File: src/rtl/mem_arb_pkg.sv
// Shared types and constants for the memory-port arbiter.
package mem_arb_pkg;

    typedef enum logic {
        OWNER_IF = 1'b0,
        OWNER_D  = 1'b1
    } owner_e;

    localparam int unsigned StrbUnit            = 8;
    localparam int unsigned DefaultMaxDataBurst = 4;

    function automatic int unsigned strb_width(int unsigned data_width);
        return data_width / StrbUnit;
    endfunction

endpackage

File: src/rtl/mem_arbiter_if.sv
// Fetch, load/store and memory-command signals of the shared memory port.
interface mem_arbiter_if #(
    parameter int unsigned ADDR_WIDTH = 32,
    parameter int unsigned DATA_WIDTH = 32
);
    import mem_arb_pkg::*;

    localparam int unsigned StrbWidth = strb_width(DATA_WIDTH);

    logic                  if_valid;
    logic                  if_ready;
    logic [ADDR_WIDTH-1:0] if_addr;
    logic                  if_rsp_valid;
    logic [DATA_WIDTH-1:0] if_rdata;

    logic                  d_valid;
    logic                  d_ready;
    logic [ADDR_WIDTH-1:0] d_addr;
    logic                  d_we;
    logic [DATA_WIDTH-1:0] d_wdata;
    logic [StrbWidth-1:0]  d_wstrb;
    logic                  d_rsp_valid;
    logic [DATA_WIDTH-1:0] d_rdata;

    logic                  mem_en;
    logic                  mem_we;
    logic [ADDR_WIDTH-1:0] mem_addr;
    logic [DATA_WIDTH-1:0] mem_wdata;
    logic [StrbWidth-1:0]  mem_wstrb;
    logic [DATA_WIDTH-1:0] mem_rdata;

    // Arbiter side.
    modport slave (
        input  if_valid, if_addr, d_valid, d_addr, d_we, d_wdata, d_wstrb, mem_rdata,
        output if_ready, if_rsp_valid, if_rdata, d_ready, d_rsp_valid, d_rdata,
        output mem_en, mem_we, mem_addr, mem_wdata, mem_wstrb
    );

    // Requester and memory side.
    modport master (
        output if_valid, if_addr, d_valid, d_addr, d_we, d_wdata, d_wstrb, mem_rdata,
        input  if_ready, if_rsp_valid, if_rdata, d_ready, d_rsp_valid, d_rdata,
        input  mem_en, mem_we, mem_addr, mem_wdata, mem_wstrb
    );

endinterface

File: src/rtl/mem_arb_prio.sv
// Winner selection between fetch and data with a saturating data-streak counter
// that forces fetch through after MAX_DATA_BURST contested data grants.
module mem_arb_prio import mem_arb_pkg::*; #(
    parameter int unsigned MAX_DATA_BURST = DefaultMaxDataBurst
) (
    input  logic clk_i,
    input  logic rst_ni,
    input  logic if_valid_i,
    input  logic d_valid_i,
    input  logic slot_open_i,
    input  logic accept_i,
    output logic win_if_o,
    output logic win_d_o
);

    localparam int unsigned StreakW = $clog2(MAX_DATA_BURST + 1);
    localparam logic [StreakW-1:0] StreakMax = StreakW'(MAX_DATA_BURST);

    logic [StreakW-1:0] streak_q, streak_d;
    logic               pick_d;

    always_comb begin
        pick_d   = d_valid_i && (!if_valid_i || (streak_q < StreakMax));
        win_d_o  = slot_open_i && pick_d;
        win_if_o = slot_open_i && if_valid_i && !pick_d;

        streak_d = streak_q;
        if (accept_i) begin
            if (win_if_o) begin
                streak_d = '0;
            end else if (if_valid_i && (streak_q < StreakMax)) begin
                // Only data grants that made fetch wait count toward the streak.
                streak_d = streak_q + StreakW'(1);
            end
        end
    end

    always_ff @(posedge clk_i) begin
        if (!rst_ni) begin
            streak_q <= '0;
        end else begin
            streak_q <= streak_d;
        end
    end

endmodule

File: src/rtl/mem_arbiter.sv
// Shares one fixed-latency memory port between instruction fetch and load/store,
// tracking the owner of the in-flight access to route its response back.
module mem_arbiter import mem_arb_pkg::*; #(
    parameter int unsigned ADDR_WIDTH     = 32,
    parameter int unsigned DATA_WIDTH     = 32,
    parameter int unsigned MEM_LATENCY    = 1,
    parameter int unsigned MAX_DATA_BURST = DefaultMaxDataBurst
) (
    input  logic          clk_i,
    input  logic          rst_ni,
    mem_arbiter_if.slave  bus
);

    localparam int unsigned CntW  = $clog2(MEM_LATENCY + 1);
    localparam int unsigned StrbW = strb_width(DATA_WIDTH);

    logic [CntW-1:0]       cnt_q, cnt_d;
    owner_e                owner_q, owner_d;
    logic                  owner_we_q, owner_we_d;

    logic                  slot_open, win_if, win_d, accept, rsp_fire;
    logic                  mem_we;
    logic [ADDR_WIDTH-1:0] mem_addr;
    logic [DATA_WIDTH-1:0] mem_wdata, rsp_data;
    logic [StrbW-1:0]      mem_wstrb;

    // Gating the slot with reset keeps every ready and memory command low in reset.
    assign slot_open = rst_ni && (cnt_q <= CntW'(1));
    assign accept    = win_if || win_d;

    mem_arb_prio #(
        .MAX_DATA_BURST (MAX_DATA_BURST)
    ) u_prio (
        .clk_i       (clk_i),
        .rst_ni      (rst_ni),
        .if_valid_i  (bus.if_valid),
        .d_valid_i   (bus.d_valid),
        .slot_open_i (slot_open),
        .accept_i    (accept),
        .win_if_o    (win_if),
        .win_d_o     (win_d)
    );

    always_comb begin
        mem_we    = 1'b0;
        mem_addr  = '0;
        mem_wdata = '0;
        mem_wstrb = '0;
        if (win_d) begin
            mem_we    = bus.d_we;
            mem_addr  = bus.d_addr;
            mem_wdata = bus.d_wdata;
            mem_wstrb = bus.d_wstrb;
        end else if (win_if) begin
            mem_addr  = bus.if_addr;
        end

        cnt_d      = cnt_q;
        owner_d    = owner_q;
        owner_we_d = owner_we_q;
        if (accept) begin
            cnt_d      = CntW'(MEM_LATENCY);
            owner_d    = win_d ? OWNER_D : OWNER_IF;
            owner_we_d = win_d && bus.d_we;
        end else if (cnt_q != '0) begin
            cnt_d = cnt_q - CntW'(1);
        end

        rsp_fire = rst_ni && (cnt_q == CntW'(1));
        rsp_data = owner_we_q ? '0 : bus.mem_rdata;
    end

    assign bus.if_ready     = win_if;
    assign bus.d_ready      = win_d;
    assign bus.mem_en       = accept;
    assign bus.mem_we       = mem_we;
    assign bus.mem_addr     = mem_addr;
    assign bus.mem_wdata    = mem_wdata;
    assign bus.mem_wstrb    = mem_wstrb;
    assign bus.if_rsp_valid = rsp_fire && (owner_q == OWNER_IF);
    assign bus.d_rsp_valid  = rsp_fire && (owner_q == OWNER_D);
    assign bus.if_rdata     = bus.if_rsp_valid ? rsp_data : '0;
    assign bus.d_rdata      = bus.d_rsp_valid  ? rsp_data : '0;

    always_ff @(posedge clk_i) begin
        if (!rst_ni) begin
            cnt_q      <= '0;
            owner_q    <= OWNER_IF;
            owner_we_q <= 1'b0;
        end else begin
            cnt_q      <= cnt_d;
            owner_q    <= owner_d;
            owner_we_q <= owner_we_d;
        end
    end

endmodule
File: src/flat_wrapper.sv
// flat-port wrapper written by rule: the top's interface ports become plain ports
module mem_arbiter_flat import mem_arb_pkg::*;
#(
    parameter int unsigned ADDR_WIDTH     = 32,
    parameter int unsigned DATA_WIDTH     = 32,
    parameter int unsigned MEM_LATENCY    = 1,
    parameter int unsigned MAX_DATA_BURST = DefaultMaxDataBurst
)
  (clk_i, rst_ni, bus_if_valid, bus_if_addr, bus_d_valid, bus_d_addr, bus_d_we, bus_d_wdata, bus_d_wstrb, bus_mem_rdata, bus_if_ready, bus_if_rsp_valid, bus_if_rdata, bus_d_ready, bus_d_rsp_valid, bus_d_rdata, bus_mem_en, bus_mem_we, bus_mem_addr, bus_mem_wdata, bus_mem_wstrb);
  mem_arbiter_if #(.ADDR_WIDTH(ADDR_WIDTH), .DATA_WIDTH(DATA_WIDTH)) bus_i ();
  input  logic clk_i;
  input  logic rst_ni;
  input wire logic [$bits(bus_i.if_valid)-1:0] bus_if_valid;
  input wire logic [$bits(bus_i.if_addr)-1:0] bus_if_addr;
  input wire logic [$bits(bus_i.d_valid)-1:0] bus_d_valid;
  input wire logic [$bits(bus_i.d_addr)-1:0] bus_d_addr;
  input wire logic [$bits(bus_i.d_we)-1:0] bus_d_we;
  input wire logic [$bits(bus_i.d_wdata)-1:0] bus_d_wdata;
  input wire logic [$bits(bus_i.d_wstrb)-1:0] bus_d_wstrb;
  input wire logic [$bits(bus_i.mem_rdata)-1:0] bus_mem_rdata;
  output wire logic [$bits(bus_i.if_ready)-1:0] bus_if_ready;
  output wire logic [$bits(bus_i.if_rsp_valid)-1:0] bus_if_rsp_valid;
  output wire logic [$bits(bus_i.if_rdata)-1:0] bus_if_rdata;
  output wire logic [$bits(bus_i.d_ready)-1:0] bus_d_ready;
  output wire logic [$bits(bus_i.d_rsp_valid)-1:0] bus_d_rsp_valid;
  output wire logic [$bits(bus_i.d_rdata)-1:0] bus_d_rdata;
  output wire logic [$bits(bus_i.mem_en)-1:0] bus_mem_en;
  output wire logic [$bits(bus_i.mem_we)-1:0] bus_mem_we;
  output wire logic [$bits(bus_i.mem_addr)-1:0] bus_mem_addr;
  output wire logic [$bits(bus_i.mem_wdata)-1:0] bus_mem_wdata;
  output wire logic [$bits(bus_i.mem_wstrb)-1:0] bus_mem_wstrb;
  assign bus_i.if_valid = bus_if_valid;
  assign bus_i.if_addr = bus_if_addr;
  assign bus_i.d_valid = bus_d_valid;
  assign bus_i.d_addr = bus_d_addr;
  assign bus_i.d_we = bus_d_we;
  assign bus_i.d_wdata = bus_d_wdata;
  assign bus_i.d_wstrb = bus_d_wstrb;
  assign bus_i.mem_rdata = bus_mem_rdata;
  assign bus_if_ready = bus_i.if_ready;
  assign bus_if_rsp_valid = bus_i.if_rsp_valid;
  assign bus_if_rdata = bus_i.if_rdata;
  assign bus_d_ready = bus_i.d_ready;
  assign bus_d_rsp_valid = bus_i.d_rsp_valid;
  assign bus_d_rdata = bus_i.d_rdata;
  assign bus_mem_en = bus_i.mem_en;
  assign bus_mem_we = bus_i.mem_we;
  assign bus_mem_addr = bus_i.mem_addr;
  assign bus_mem_wdata = bus_i.mem_wdata;
  assign bus_mem_wstrb = bus_i.mem_wstrb;
  mem_arbiter #(.ADDR_WIDTH(ADDR_WIDTH), .DATA_WIDTH(DATA_WIDTH), .MEM_LATENCY(MEM_LATENCY), .MAX_DATA_BURST(MAX_DATA_BURST)) u_core (.clk_i(clk_i), .rst_ni(rst_ni), .bus(bus_i));
endmodule
File: config.mk
export PLATFORM = sky130hd
export DESIGN_NAME = mem_arbiter_flat
export DESIGN_NICKNAME = d
export VERILOG_FILES = /design/src/rtl/mem_arb_pkg.sv /design/src/rtl/mem_arbiter_if.sv /design/src/rtl/mem_arb_prio.sv /design/src/rtl/mem_arbiter.sv /design/src/flat_wrapper.sv
export SDC_FILE = /design/constraint.sdc
export NUM_CORES = 1
export LEC_CHECK = 0
export CAP_MARGIN = 30
export CELL_PAD_IN_SITES_DETAIL_PLACEMENT = 0
export CELL_PAD_IN_SITES_GLOBAL_PLACEMENT = 2
export CORE_ASPECT_RATIO = 1.75
export CORE_MARGIN = 2
export CORE_UTILIZATION = 11
export CTS_CLUSTER_DIAMETER = 50
export DETAILED_ROUTE_END_ITERATION = 8
export MAX_ROUTING_LAYER = met4
export PLACE_DENSITY = 0.91
export SETUP_SLACK_MARGIN = 0.1
export SYNTH_ARGS = -nofsm -noshare
export SYNTH_HDL_FRONTEND = slang
export SYNTH_SLANG_ARGS = --single-unit
File: constraint.sdc
create_clock -name clk_i -period 3.4 [get_ports clk_i]
set_input_delay 0.68 -clock clk_i [delete_from_list [all_inputs] [get_ports clk_i]]
set_output_delay 0.68 -clock clk_i [all_outputs]
set_load 0.005 [all_outputs]
# Word level (Yosys, flattened, before mapping)
# Cells that the tools add are included.
# W data, S select, Z words.
dict set report op_classes {
  n_reduce_logical 16
  order_cmp 2
  n_mux 13
  add_sub_neg 2
  bitwise_logic 1
}
# cell n
set op_table {}
lappend op_table {{$mux W32} 6}
lappend op_table {{$logic_and A1 B1 Y1} 10}
lappend op_table {{$mux W3} 2}
lappend op_table {{$mux W1} 4}
lappend op_table {{$mux W4} 1}
lappend op_table {{$add A3 B1 Y3 const B} 1}
lappend op_table {{$lt A3 B3 Y1 const B} 1}
lappend op_table {{$logic_not A1 Y1} 2}
lappend op_table {{$logic_or A1 B1 Y1} 2}
lappend op_table {{$reduce_and A2 Y1} 1}
lappend op_table {{$reduce_bool A2 Y1} 1}
lappend op_table {{$le A1 B1 Y1 const B} 1}
lappend op_table {{$not A1 Y1} 1}
lappend op_table {{$sub A1 B1 Y1 const B} 1}
dict set report word_totals {
  register_bits 6
  output_inout_bits 138
  inputBits 137
  wordCells 38
}

# Logic depth before layout (Yosys ltp)
# Gate-level depths: netlist of run 1.
dict set report logic_depth {
  word_depth 7
  mapped_depth 5
  ltp_nobuf 3
}

# Hierarchy
# From an unflattened synthesis of run 1, not the netlist that was laid out.
dict set report hier_totals {
  hier_cells 232
  hier_area_um2 1406.3
}
# mod cells_per_inst area_per_inst_um2 instances seq_area_each_um2
set by_module_without_submodules {}
lappend by_module_without_submodules {mem_arbiter 208 1227.4 1 60.1}
lappend by_module_without_submodules {mem_arb_prio 24 178.9 1 60.1}

# Least setup slack after synthesis of run 1
# Ideal clock, no wire load.
dict set report synth_path {
  path_kind {input port to output port}
  from {input bus_d_valid}
  to {output bus_mem_addr[10]}
  cell_stages 5
  n_path_buf 3
  setup_slack_ps 1298
  t_required_ps 2720
  t_arrival_ps 1422
  cell_sequence {buf_6 > nor2b_4 > buf_6 > buf_6 > o32ai_2}
}
dict set report synth_via {
  elab_chain_cells 5
  elab_cells_between_ends 6
  cone_classes {2 x mux; 4 x reduce/logical}
}
# element line
set synth_rtl {}
lappend synth_rtl {{start: declaration} flat_wrapper.sv:15} ;# input wire logic [$bits(bus_i.d_valid)-1:0] bus_d_valid;
lappend synth_rtl {{$logic_and A1 B1 Y1 (*)} mem_arb_prio.sv:23} ;# pick_d = d_valid_i && (!if_valid_i || (streak_q < StreakMax));
lappend synth_rtl {{$logic_not A1 Y1} mem_arb_prio.sv:25} ;# win_if_o = slot_open_i && if_valid_i && !pick_d;
lappend synth_rtl {{$logic_and A1 B1 Y1} mem_arb_prio.sv:25}
lappend synth_rtl {{$mux W32} mem_arbiter.sv:54} ;# end else if (win_if) begin
lappend synth_rtl {{$mux W32 (*)} mem_arbiter.sv:49} ;# if (win_d) begin
lappend synth_rtl {{end: declaration} flat_wrapper.sv:29} ;# output wire logic [$bits(bus_i.mem_addr)-1:0] bus_mem_addr;
# Mark *: on every way between the ends. The rest lies on a longest branch, timed or not.

# Worst setup path after layout of run 1
dict set report layout_path {
  from {input bus_d_valid}
  to {output bus_mem_addr[15]}
}
# The elaborated chain is that of the path after synthesis.

==> results of run 1 <==
synth_stat cells (all sizes together):
cell type	instances	area share [%]
nand2	66	13
nor2	66	13
and3	38	12
nand3	32	8.1
o32ai	32	25
buf	29	11
clkbuf	14	2.7
dfxtp	6	6.1
a21boi	4	1.7
o21a	3	1.1
nand2b	2	0.63
nand4b	2	0.89
nor2b	2	1.0
or2b	2	0.76
a21bo	1	0.51
a31o	1	0.44
and2	1	0.32
and4bb	1	0.63
ha	1	0.63
inv	1	0.19
nor4bb	1	0.51
or2	1	0.32
power breakdown:
| part | leakage [nW] | switching, mW | internal [mW] |
|---|---|---|---|
| combinational | 1.82 | 0.186 | 0.314 |
| clock | 0.0370 | 0.0391 | 0.151 |
| sequential | 0.0494 | 0.00218 | 0.0740 |
critical path, delay by kind of cell:
kind | cells | cell delay, ns
buffers and inverters | 4 | 1.40
AOI/OAI and AO/OA | 2 | 0.35
cell families (layout without fill, tap and decap cells):
logic type | count (synthesis) | count (layout)
buf+inv | 44 | 301
compound gates | 41 | 41
simple gates | 214 | 214
fa+ha+maj | 1 | 1
flops | 6 | 6
final cells by class:
type	instances	area share (%)
Inverter	1	0.07426
Tap cell	231	5.718
Sequential cell	6	2.376
Clock buffer	3	1.485
Timing Repair Buffer	297	59.11
Multi-Input combinational cell	256	31.24
routing by layer:
layer  share of wire (%)  vias up  track usage [%]
li1                    -     1579                -
met1                  38     1365            12.68
met2                  55      157            21.06
met3                 5.8       13            1.515
met4                 1.6        0            2.293
met5                   0        -                -
final timing paths:
path,cells after the start,start,to
min reg2reg,2,u_core.u_prio.streak_q[1],u_core.u_prio.streak_q[1]
min,2,u_core.u_prio.streak_q[1],u_core.u_prio.streak_q[1]
max,6,bus_d_valid,bus_mem_addr[15]
max reg2reg,3,u_core.u_prio.streak_q[2],u_core.owner_we_q
registers in the layout, indices dropped and copies added (netlist names):
name,cells
u_core.u_prio.streak_q,3
u_core.owner_q,1
u_core.owner_we_q,1
u_core.cnt_q,1
repair_timing:
item                                    in CTS  in global routing
endpoints found under the hold margin        0                  0
endpoints found under the setup margin       0                 17
setup buffers                                0                 10
per-stage QoR:
| stage | cells | total power, mW |
|---|---|---|
| 6_report | 794 | 0.7661 |
| 5_1_grt | 794 | 0.8165 |
| 4_1_cts | 784 | 0.7674 |
| 3_5_place_dp | 781 | 0.5717 |
| 3_3_place_gp | 781 | 0.5757 |
| 2_1_floorplan | 306 | 0.2659 |
==> metrics.txt, run 1 <==
status complete, no violations; Peak VDD IR 0.1312 mV; First-pass DRT Iterations 6; Area growth syn-to-layout 156.3%; final hold vios 0; Final #Nets 703; syn nets 444; Synth Area in XOR/XNOR 0%; max-slew violation count 0; CP max-delay cell clkdlybuf4s50_1; critical path's largest stage delay 0.58 ns; # DRC 0; post-cts hold buffer count 0; final instance area 5055 µm²; chip height 181.1 µm; CP arrival 2.46 ns; GR Util All Layers 11.31%; Synth Register Bits 6; final setup violation count 0; Pleak 1.905 nW; Max-cap violations 0; HPWL Detailed 8.968 mm; Synth Area in Compound Gates 29.06%; first-pass GRT wire length 17.08 mm; initial antenna violation count 0; main combinational cell family by area after synthesis simple AND/OR/NAND/NOR gates; CP cell instances clkdlybuf4s50_1 -> buf_4 -> a21bo_1 -> buf_12 -> o32ai_2 -> clkdlybuf4s50_1; Top cell by count, worst path clkdlybuf4s50_1; Antenna Nets Post-Route 0; clock sinks 6; vias in the first global route 3075; H-Tree Depth 1; setup TNS 0 ns; sequential cell area 120.1 µm²; CTS Root Buffer Type clkbuf_16; Slew HR 56.89%; Core ar. 17540 µm²; skew final 0.0008989 ns; Rows 64; PwrDens 151.6 nW/µm²; Seq/Total Area, Yosys 6.091%; crit end category output pin; maximum root-to-sink buffer count 2; unrepaired setup endpoints after global routing no; port bufs 274; Die X 105.2 µm; Placement Setup Slack 0.1463 ns; dpl cell area 4892 µm²; Antenna diodes 0; Setup WS post-layout 0.2590 ns; Avg Cell Area, Syn 6.444 µm²; min cycle time layout 3.141 ns; mux contribution to synthesized area 0%; Hold WS 0.4819 ns; Post-CTS Resized 0; Avg Vias per Cell 3.922; worst skew pair latency 0.23 ns; Final period util 92.38%; total wire length 11.11 mm; Multi-input gate area 1579 µm²; share of cells above drive strength 1 10.83%; type of origin of the critical path input port; post-layout utilization of the core 28.82%; routability cong. 0.7742; Worst Hold Class flop to flop; largest net degree at the start of global routing 50; Max Clock Freq 318.4 MHz; crit path kind input port to output pin; Worst-path clk slew 0.03 ns; wire per inst 13.99 µm; reg-to-reg slack, setup 2.28 ns; Num CTS Buffers 3; fillcell total 1872; Vias 3114; Congestion Overflow GR 0; Post-Synthesis Cells 306; Post-Synth Simple-Gate Area 50.38%; Top-Level Pins 275; Worst-Margin Slew 0.6466 ns; CTS tree done; initial core utilization 11.24%; distinct cell type count after synthesis 28; Adder-Cell Fraction of Synth Area 0.6345%; Die ar. 19060 µm²; crit path max fanout 32; Mapped Area 1972 µm²; required time of the critical path 2.72 ns; most frequent cells in the layout clkdlybuf4s50_1, nand2_1, nor2_1; most common cell after layout, fill and taps aside clkdlybuf4s50_1; Initial DRC Count 139; Yosys warning count 0
(Power assumes the default switching activity.)
==> run 2: changes to the inputs <==
--- a/config.mk
+++ b/config.mk
@@ -12,6 +12,7 @@
 export CORE_MARGIN = 2
 export CORE_UTILIZATION = 11
 export CTS_CLUSTER_DIAMETER = 50
+export CTS_CLUSTER_SIZE = 30
 export DETAILED_ROUTE_END_ITERATION = 8
 export MAX_ROUTING_LAYER = met4
 export PLACE_DENSITY = 0.91
==> results of run 2 <==
No change in the layout: final DEF, timing and power equal those of run 1.
